## src/rtl/ula_sequencer.sv

```systemverilog
// ula_sequencer: queues ALU requests, drives a fixed-latency external ALU, returns results in request order.
// Ports:
//   clk, rst                       clock, synchronous active-high reset
//   req_valid/req_ready            request handshake; req_op, req_shift, req_a, req_b carry the request
//   ula_crtl_ula, ula_crtl_des,
//   ula_a, ula_b / ula_c           downstream ALU drive, and its result ULA_LAT edges later
//   res_valid/res_ready            result handshake; res_data result, res_err divide-by-zero flag
//   busy                           FSM not idle or queue not empty
// Macro ULA_SEQ_DIVZERO_EN: answer divide-by-zero entries locally with 8'hFF and res_err=1.
module ula_sequencer #(
    parameter int FIFO_DEPTH = 4,
    parameter int ULA_LAT    = 2
) (
    input  logic       clk,
    input  logic       rst,
    input  logic       req_valid,
    output logic       req_ready,
    input  logic [2:0] req_op,
    input  logic       req_shift,
    input  logic [7:0] req_a,
    input  logic [7:0] req_b,
    output logic [2:0] ula_crtl_ula,
    output logic       ula_crtl_des,
    output logic [7:0] ula_a,
    output logic [7:0] ula_b,
    input  logic [7:0] ula_c,
    output logic       res_valid,
    input  logic       res_ready,
    output logic [7:0] res_data,
    output logic       res_err,
    output logic       busy
);
    localparam int AW = $clog2(FIFO_DEPTH);
    localparam int CW = (ULA_LAT > 1) ? $clog2(ULA_LAT) : 1;

    typedef enum logic [1:0] {IDLE, WAIT, DONE} state_t;

    state_t        state_q, state_d;
    logic [CW-1:0] cnt_q, cnt_d;
    logic [AW-1:0] wr_ptr_q, wr_ptr_d, rd_ptr_q, rd_ptr_d;
    logic [AW:0]   count_q, count_d;
    logic [19:0]   mem_q [FIFO_DEPTH];
    logic [19:0]   head;
    logic [2:0]    ula_op_q, ula_op_d;
    logic          ula_des_q, ula_des_d;
    logic [7:0]    ula_a_q, ula_a_d, ula_b_q, ula_b_d, res_data_q, res_data_d;
    logic          res_valid_q, res_valid_d, res_err_q, res_err_d, divz_q, divz_d;
    logic          empty, full, push, issue, head_dz;

    // entry layout: {op[19:17], shift[16], a[15:8], b[7:0]}
    assign head  = mem_q[rd_ptr_q];
    assign empty = count_q == '0;
    assign full  = count_q == (AW+1)'(FIFO_DEPTH);
    assign push  = req_valid && req_ready;
    // a new entry leaves the queue from IDLE, or straight out of DONE as the result is taken
    assign issue = !empty && (state_q == IDLE || (state_q == DONE && res_ready));

`ifdef ULA_SEQ_DIVZERO_EN
    assign head_dz = head[19:17] == 3'b011 && head[7:0] == 8'd0;
`else
    assign head_dz = 1'b0;
`endif

    always_comb begin
        state_d     = state_q;
        cnt_d       = cnt_q;
        ula_op_d    = ula_op_q;
        ula_des_d   = ula_des_q;
        ula_a_d     = ula_a_q;
        ula_b_d     = ula_b_q;
        res_data_d  = res_data_q;
        res_err_d   = res_err_q;
        divz_d      = divz_q;
        wr_ptr_d    = wr_ptr_q + AW'(push);
        rd_ptr_d    = rd_ptr_q + AW'(issue);
        count_d     = count_q + (AW+1)'(push) - (AW+1)'(issue);
        if (state_q == WAIT) begin
            cnt_d = cnt_q + 1'b1;
            // a locally answered divide-by-zero skips the ALU wait entirely
            if (divz_q || cnt_q == CW'(ULA_LAT - 1)) begin
                state_d    = DONE;
                res_data_d = divz_q ? 8'hFF : ula_c;
                res_err_d  = divz_q;
            end
        end
        if (state_q == DONE && res_ready)
            state_d = IDLE;
        if (issue) begin
            state_d = WAIT;
            cnt_d   = '0;
            divz_d  = head_dz;
            // a divide-by-zero entry leaves the ALU drive untouched
            if (!head_dz) begin
                ula_op_d  = head[19:17];
                ula_des_d = head[16];
                ula_a_d   = head[15:8];
                ula_b_d   = head[7:0];
            end
        end
        res_valid_d = state_d == DONE;
    end

    always_ff @(posedge clk) begin
        if (rst) begin
            state_q     <= IDLE;
            cnt_q       <= '0;
            wr_ptr_q    <= '0;
            rd_ptr_q    <= '0;
            count_q     <= '0;
            ula_op_q    <= '0;
            ula_des_q   <= 1'b0;
            ula_a_q     <= '0;
            ula_b_q     <= '0;
            res_data_q  <= '0;
            res_err_q   <= 1'b0;
            res_valid_q <= 1'b0;
            divz_q      <= 1'b0;
        end else begin
            state_q     <= state_d;
            cnt_q       <= cnt_d;
            wr_ptr_q    <= wr_ptr_d;
            rd_ptr_q    <= rd_ptr_d;
            count_q     <= count_d;
            ula_op_q    <= ula_op_d;
            ula_des_q   <= ula_des_d;
            ula_a_q     <= ula_a_d;
            ula_b_q     <= ula_b_d;
            res_data_q  <= res_data_d;
            res_err_q   <= res_err_d;
            res_valid_q <= res_valid_d;
            divz_q      <= divz_d;
        end
    end

    always_ff @(posedge clk) begin
        if (push)
            mem_q[wr_ptr_q] <= {req_op, req_shift, req_a, req_b};
    end

    assign req_ready    = !full && !rst;
    assign ula_crtl_ula = ula_op_q;
    assign ula_crtl_des = ula_des_q;
    assign ula_a        = ula_a_q;
    assign ula_b        = ula_b_q;
    assign res_valid    = res_valid_q;
    assign res_data     = res_data_q;
    assign res_err      = res_err_q;
    assign busy         = state_q != IDLE || !empty;
endmodule
```

## config.mk

```make
export PLATFORM = sky130hd
export DESIGN_NAME = ula_sequencer
export DESIGN_NICKNAME = d
export VERILOG_FILES = /design/src/rtl/ula_sequencer.sv
export SDC_FILE = /design/constraint.sdc
export NUM_CORES = 1
export LEC_CHECK = 0
export CAP_MARGIN = 20
export CORE_ASPECT_RATIO = 0.75
export CORE_MARGIN = 1
export CORE_UTILIZATION = 50
export CTS_BUF_LIST = sky130_fd_sc_hd__clkbuf_16
export DETAILED_ROUTE_END_ITERATION = 8
export HOLD_SLACK_MARGIN = 0.05
export PLACE_DENSITY = 0.78
export SLEW_MARGIN = 10
export SYNTH_ARGS = -nofsm -noshare
export SYNTH_HDL_FRONTEND = slang
export SYNTH_SLANG_ARGS = --single-unit
```

## constraint.sdc

```tcl
create_clock -name clk -period 4.94 [get_ports clk]
set_clock_uncertainty 0.1 [all_clocks]
set_input_delay 0.494 -clock clk [delete_from_list [all_inputs] [get_ports clk]]
set_output_delay 0.494 -clock clk [all_outputs]
set_load 0.05 [all_outputs]
```

Word-level counts from Yosys, hierarchy flattened

Memories as Yosys holds them, arrays and structs flattened. A register that Yosys moved wholly into a read port is not among the register bits.
Index checks and enable logic that the tools add are counted.

Bits in registers: 19
Bits in writable memories: 80
Bits of input ports: 32
Output and inout port bits: 32
Logic and storage cells: 37
Memories: 1

$add $sub $neg: 5
Equality and inequality tests: 4
Muxes and demuxes: 6
Reductions and logical operators: 14

Memories:

| memory | depth | bits a word | rd ports | clocked after memory_dff | wr ports | line | source |
|---|---|---|---|---|---|---|---|
| mem_q  | 4     | 20          | 1        | 1                        | 1        | 42   | `logic [19:0] mem_q [FIFO_DEPTH];` |

Operators by type and width:

| cell                | count |
|---|---|
| $mux 2              | 4 |
| $add 2x1->2         | 2 |
| $eq 2x2->1 const B  | 2 |
| $logic_and 1x1->1   | 4 |
| $add 3x1->3         | 1 |
| $eq 3x3->1 const B  | 1 |
| $logic_not 1->1     | 3 |
| $logic_not 3->1     | 1 |
| $sub 3x1->3         | 1 |
| $eq 2x1->1 const B  | 1 |
| $logic_not 2->1     | 1 |
| $logic_or 1x1->1    | 2 |
| $mux 1              | 2 |
| $reduce_and 2->1    | 1 |
| $reduce_bool 2->1   | 1 |
| $reduce_or 2->1     | 1 |
| $add 1x1->1 const B | 1 |

Logic depth before layout (Yosys ltp)

Depth in word-level cells: 6
Depth in mapped cells: 9
Depth with buffers taken out: 9

Worst setup path after synthesis

No wires, ideal clock.

Kind: input -> register
Start: input port req_valid
End: memory mem_q[2][0] (enable)
Setup time: 0.427 ns
Arrival time: 2.403 ns
Required time: 4.413 ns
Path slack: 2.010 ns
Cell stages on the path: 3
Path buffers: 0
Cells stage by stage: inv_1 a211o_1 nor3b_1

Word-level cells in the longest chain between the ends: 3

RTL lines:

| item                         | line | source |
|---|---|---|
| from (decl)                  | 16   | `input logic req_valid,` |
| $logic_and 1x1->1            | 54   | `assign push = req_valid && req_ready;` |
| $mux 1                       | 136  | `if (push)` |
| $mux 1 (implied by the code) | 137  | `mem_q[wr_ptr_q] <= {req_op, req_shift, req_a, req_b};` |
| to (decl)                    | 42   |  |

Every way passes these cells.

Worst setup path in the final report

Start: input port rst
End: output port req_ready

Word-level cells in the longest chain between the ends: 2

RTL lines:

| item              | line | source |
|---|---|---|
| from (decl)       | 15   | `input logic rst,` |
| $logic_not 1->1   | 140  | `assign req_ready = !full && !rst;` |
| $logic_and 1x1->1 | 140  |  |
| to (decl)         | 17   | `output logic req_ready,` |

Every way passes these cells.

==> key figures <==
Clock tree
  • Inserted Clock Buffers: 17
  • Sink Count: about 120
  • Worst-path clk slew: about 50 ps
  • Hold_buf cts: 0
  • CTS tree: yes
  • CTS resizes: 0
  • H-tree depth: 4
  • Clk_lat worst skew: 410 ps
  • CTS Root Cell: clkbuf_16
  • Setup repair bufs after CTS: 0
  • Max Buffers Root-to-Sink: 2

Logic synthesis
  • Syn Area/Cell: ~16 µm²
  • Register area share after synthesis: 0.697
  • Multiplexer area fraction after synthesis: 0.116
  • Mapped Area: between 4000 and 5000 µm²
  • Synth Warn #: 0
  • Syn Nets: 323
  • Main combinational cell family by area after synthesis: multiplexers
  • Synth Area in Compound Gates: 0.0649
  • Post-synthesis xor/xnor area fraction: 0.00958
  • Seq cells post-synth: 119
  • Synth Area in Simple Gates: 0.0630
  • Distinct cells, synth: 33
  • Cells after Synth: 286
  • Synthesized-area fraction occupied by adder cells: 0.0153

Final layout
  • Layout area overhead: 27.5%
  • N_diodes: 0
  • Layout Utilization: 0.672
  • Filler cells: 607
  • Multi-input gate area: about 1200 µm²
  • Final layout net count: 390
  • Post-route insts no fill: around 470
  • Share of layout cells above drive strength 1: 0.156
  • Sequential cell area: about 3200 µm²
  • Final instance area: 5820 µm²

Placement
  • Dpl cell area: 5270 µm²
  • Number of instances in the placed design: 441
  • DP Wirelength: 5130 µm
  • Placer Congestion: 0.745
  • PortBufs: 62

GRT
  • First-pass GRT wire length: around 14000 µm
  • Antenna violations before repair: 0
  • GR Overflow Total: 0
  • Largest net degree at the start of global routing: 42
  • Vias in the first global route: 2721
  • GRT Util Overall: 0.202

Timing
  • Tightest Pin Transition: 1090 ps
  • RSZ-0062 raised after global routing: false
  • Fin crit share: 0.564
  • Setup violations, final: 0
  • Pins Over Slew Limit: 0
  • Fin. Hold Viols: 0
  • Peak Freq: 359 MHz
  • Tmin final: roughly 2800 ps
  • Max_slew headroom: 0.271
  • Final setup TNS: 0 ps

Critical path
  • CP max-delay cell: clkdlybuf4s50_1
  • Worst Setup End Kind: primary output
  • Worst EP required: 4350 ps
  • Crit Path Class: in2out
  • R2R Setup Slk: 2440 ps
  • Worst path max stage delay: 830 ps
  • Largest delay contributor family on the critical path: buffers and inverters
  • Worst-path maximum fanout: 41
  • CP Buf/Inv Count: 3
  • CP Launch Type: primary input
  • Worst path cell trace: clkdlybuf4s50_1 -> buf_4 -> a21oi_1 -> clkdlybuf4s50_1
  • Most frequent CP cell: clkdlybuf4s50_1
  • Worst endpoint data arrival time: about 2200 ps

Worst hold path
  • Hold Path Class: reg2reg

Route
  • Antenna Nets Post-Route: 0
  • Total routed wirelength: 8660 µm
  • Mean number of vias per cell: 5.59
  • Iter 0 DRT Violations: 169
  • DR pass1 iterations: 4
  • Detailed-route via count: approximately 2600
  • Wire per inst: 18.3 µm
  • Drc violations: 0

Floorplan
  • IO Count: 64
  • Rows: 29
  • Core footprint: 8670 µm²
  • Starting Density: 0.527
  • Full die area: 9530 µm²
  • Die H: 84.8 µm
  • Die Width: 112 µm

Pwr
  • Power density over the cells: 591 nW/µm²
  • Lkg Pwr: roughly 2.1 nW
  • Max VDD drop: 0.000316 V
  • Power Total: 3.44 mW

Outcome
  • Outcome: finished clean

Job
  • MaxCap Viol Count: 0
[placed cells by master, fill, tap and decap left out, types with 3 or more instances in the layout]
| cell | count |
|---|---|
| clkinv_2 | 3 |
| nand4_1 | 20 |
| clkdlybuf4s50_1 | 62 |
| inv_1 | 14 |
| clkbuf_16 | 17 |
| nor2b_1 | 6 |
| nor2_1 | 12 |
| xnor2_1 | 5 |
| o31ai_1 | 20 |
| clkinv_1 | 3 |
| mux4_2 | 20 |
| edfxtp_1 | 80 |
| mux2i_1 | 8 |
| ha_1 | 4 |
| dfxtp_1 | 39 |
| a21oi_1 | 23 |
| buf_4 | 8 |
[cell type report]
cell class	instances	share of cell area
flip-flops and latches	119	0.547
multi-input cells	136	0.213
repair buffers	71	0.119
clock buffers	17	0.0730
well taps	108	0.0232
clock inverters	15	0.0193
inverters	8	0.00516
[flip-flops by register name, indices dropped and copies added (netlist names)]
name          flops
ula_crtl_ula      3
rd_ptr_q          2
ula_b             8
count_q           3
cnt_q             1
state_q           2
res_data          8
res_valid         1
wr_ptr_q          2
mem_q            80
ula_crtl_des      1
ula_a             8
[layer usage]
layer,routed length (µm),global-route usage
met5,0,0
met4,18,0.0655
met3,657,0.0794
met2,4240,0.317
met1,3750,0.261
[synth_stat cells]
cell type,n,area (µm²)
nor3b_1,1,7.51
nand4_1,20,125
clkbuf_1,5,18.8
fa_1,1,20.0
buf_4,1,7.51
ha_1,4,50.1
nor2b_1,6,37.5
inv_1,7,26.3
a211oi_1,1,7.51
and3_1,1,6.26
a211o_1,1,8.76
or3_1,1,6.26
buf_2,15,75.1
nand2b_1,1,6.26
edfxtp_1,80,2400
nor3b_2,1,12.5
o21ai_0,1,5.00
nor3_1,3,15.0
a21oi_1,23,115
nor2_1,12,45.0
conb_1,1,3.75
buf_6,2,22.5
o31ai_1,20,150
nand3_1,1,5.00
mux2i_1,8,80.1
mux4_2,20,450
nor3_2,1,10.0
nand2_1,1,3.75
o21ba_2,1,10.0
inv_2,1,3.75
xnor2_1,5,43.8
nand3b_1,1,7.51
dfxtp_1,39,781
[worst reg2reg max path: stages, from the launching register on]
cell	delay [ps]
dfxtp_1	340
nor2b_1	140
buf_4	210
nor3_1	400
ha_1	210
inv_1	40
ha_1	180
fa_1	380
xnor2_1	180
xnor2_1	140
nor2_1	50
[per-stage QoR]
step,setup slack [ps],hold slack [ps]
2_1_floorplan,2010,393
3_3_place_gp,1940,358
3_5_place_dp,1880,362
4_1_cts,2150,373
5_1_grt,2090,394
6_report,2150,370
[worst paths after layout]
check                                               start                        end  cells after the start
worst min-delay path            ula_crtl_des$_SDFFE_PP0P_  ula_crtl_des$_SDFFE_PP0P_                      2
worst max-delay path                                  rst                  req_ready                      4
worst max register to register      state_q[1]$_SDFF_PP0_      count_q[2]$_SDFF_PP0_                     10
worst min register to register  ula_crtl_des$_SDFFE_PP0P_  ula_crtl_des$_SDFFE_PP0P_                      2
[where the power goes]
part / leakage, nW / total, mW / switching [mW] / internal (mW)
sequential: 1.04 / 1.28 / 0.0936 / 1.19
clock: 0.291 / 1.10 / 0.385 / 0.717
combinational: 0.741 / 1.06 / 0.643 / 0.415
total: 2.08 / 3.44 / 1.12 / 2.32
[cell families after synthesis]
kind of cell    after synthesis
mux                          28
buf+inv                      31
compound gates               47
other cells                   1
simple gates                 50
xor+xnor                      5
fa+ha+maj                     5
flops                       119
No activity file was read; power rests on OpenSTA's default activity.
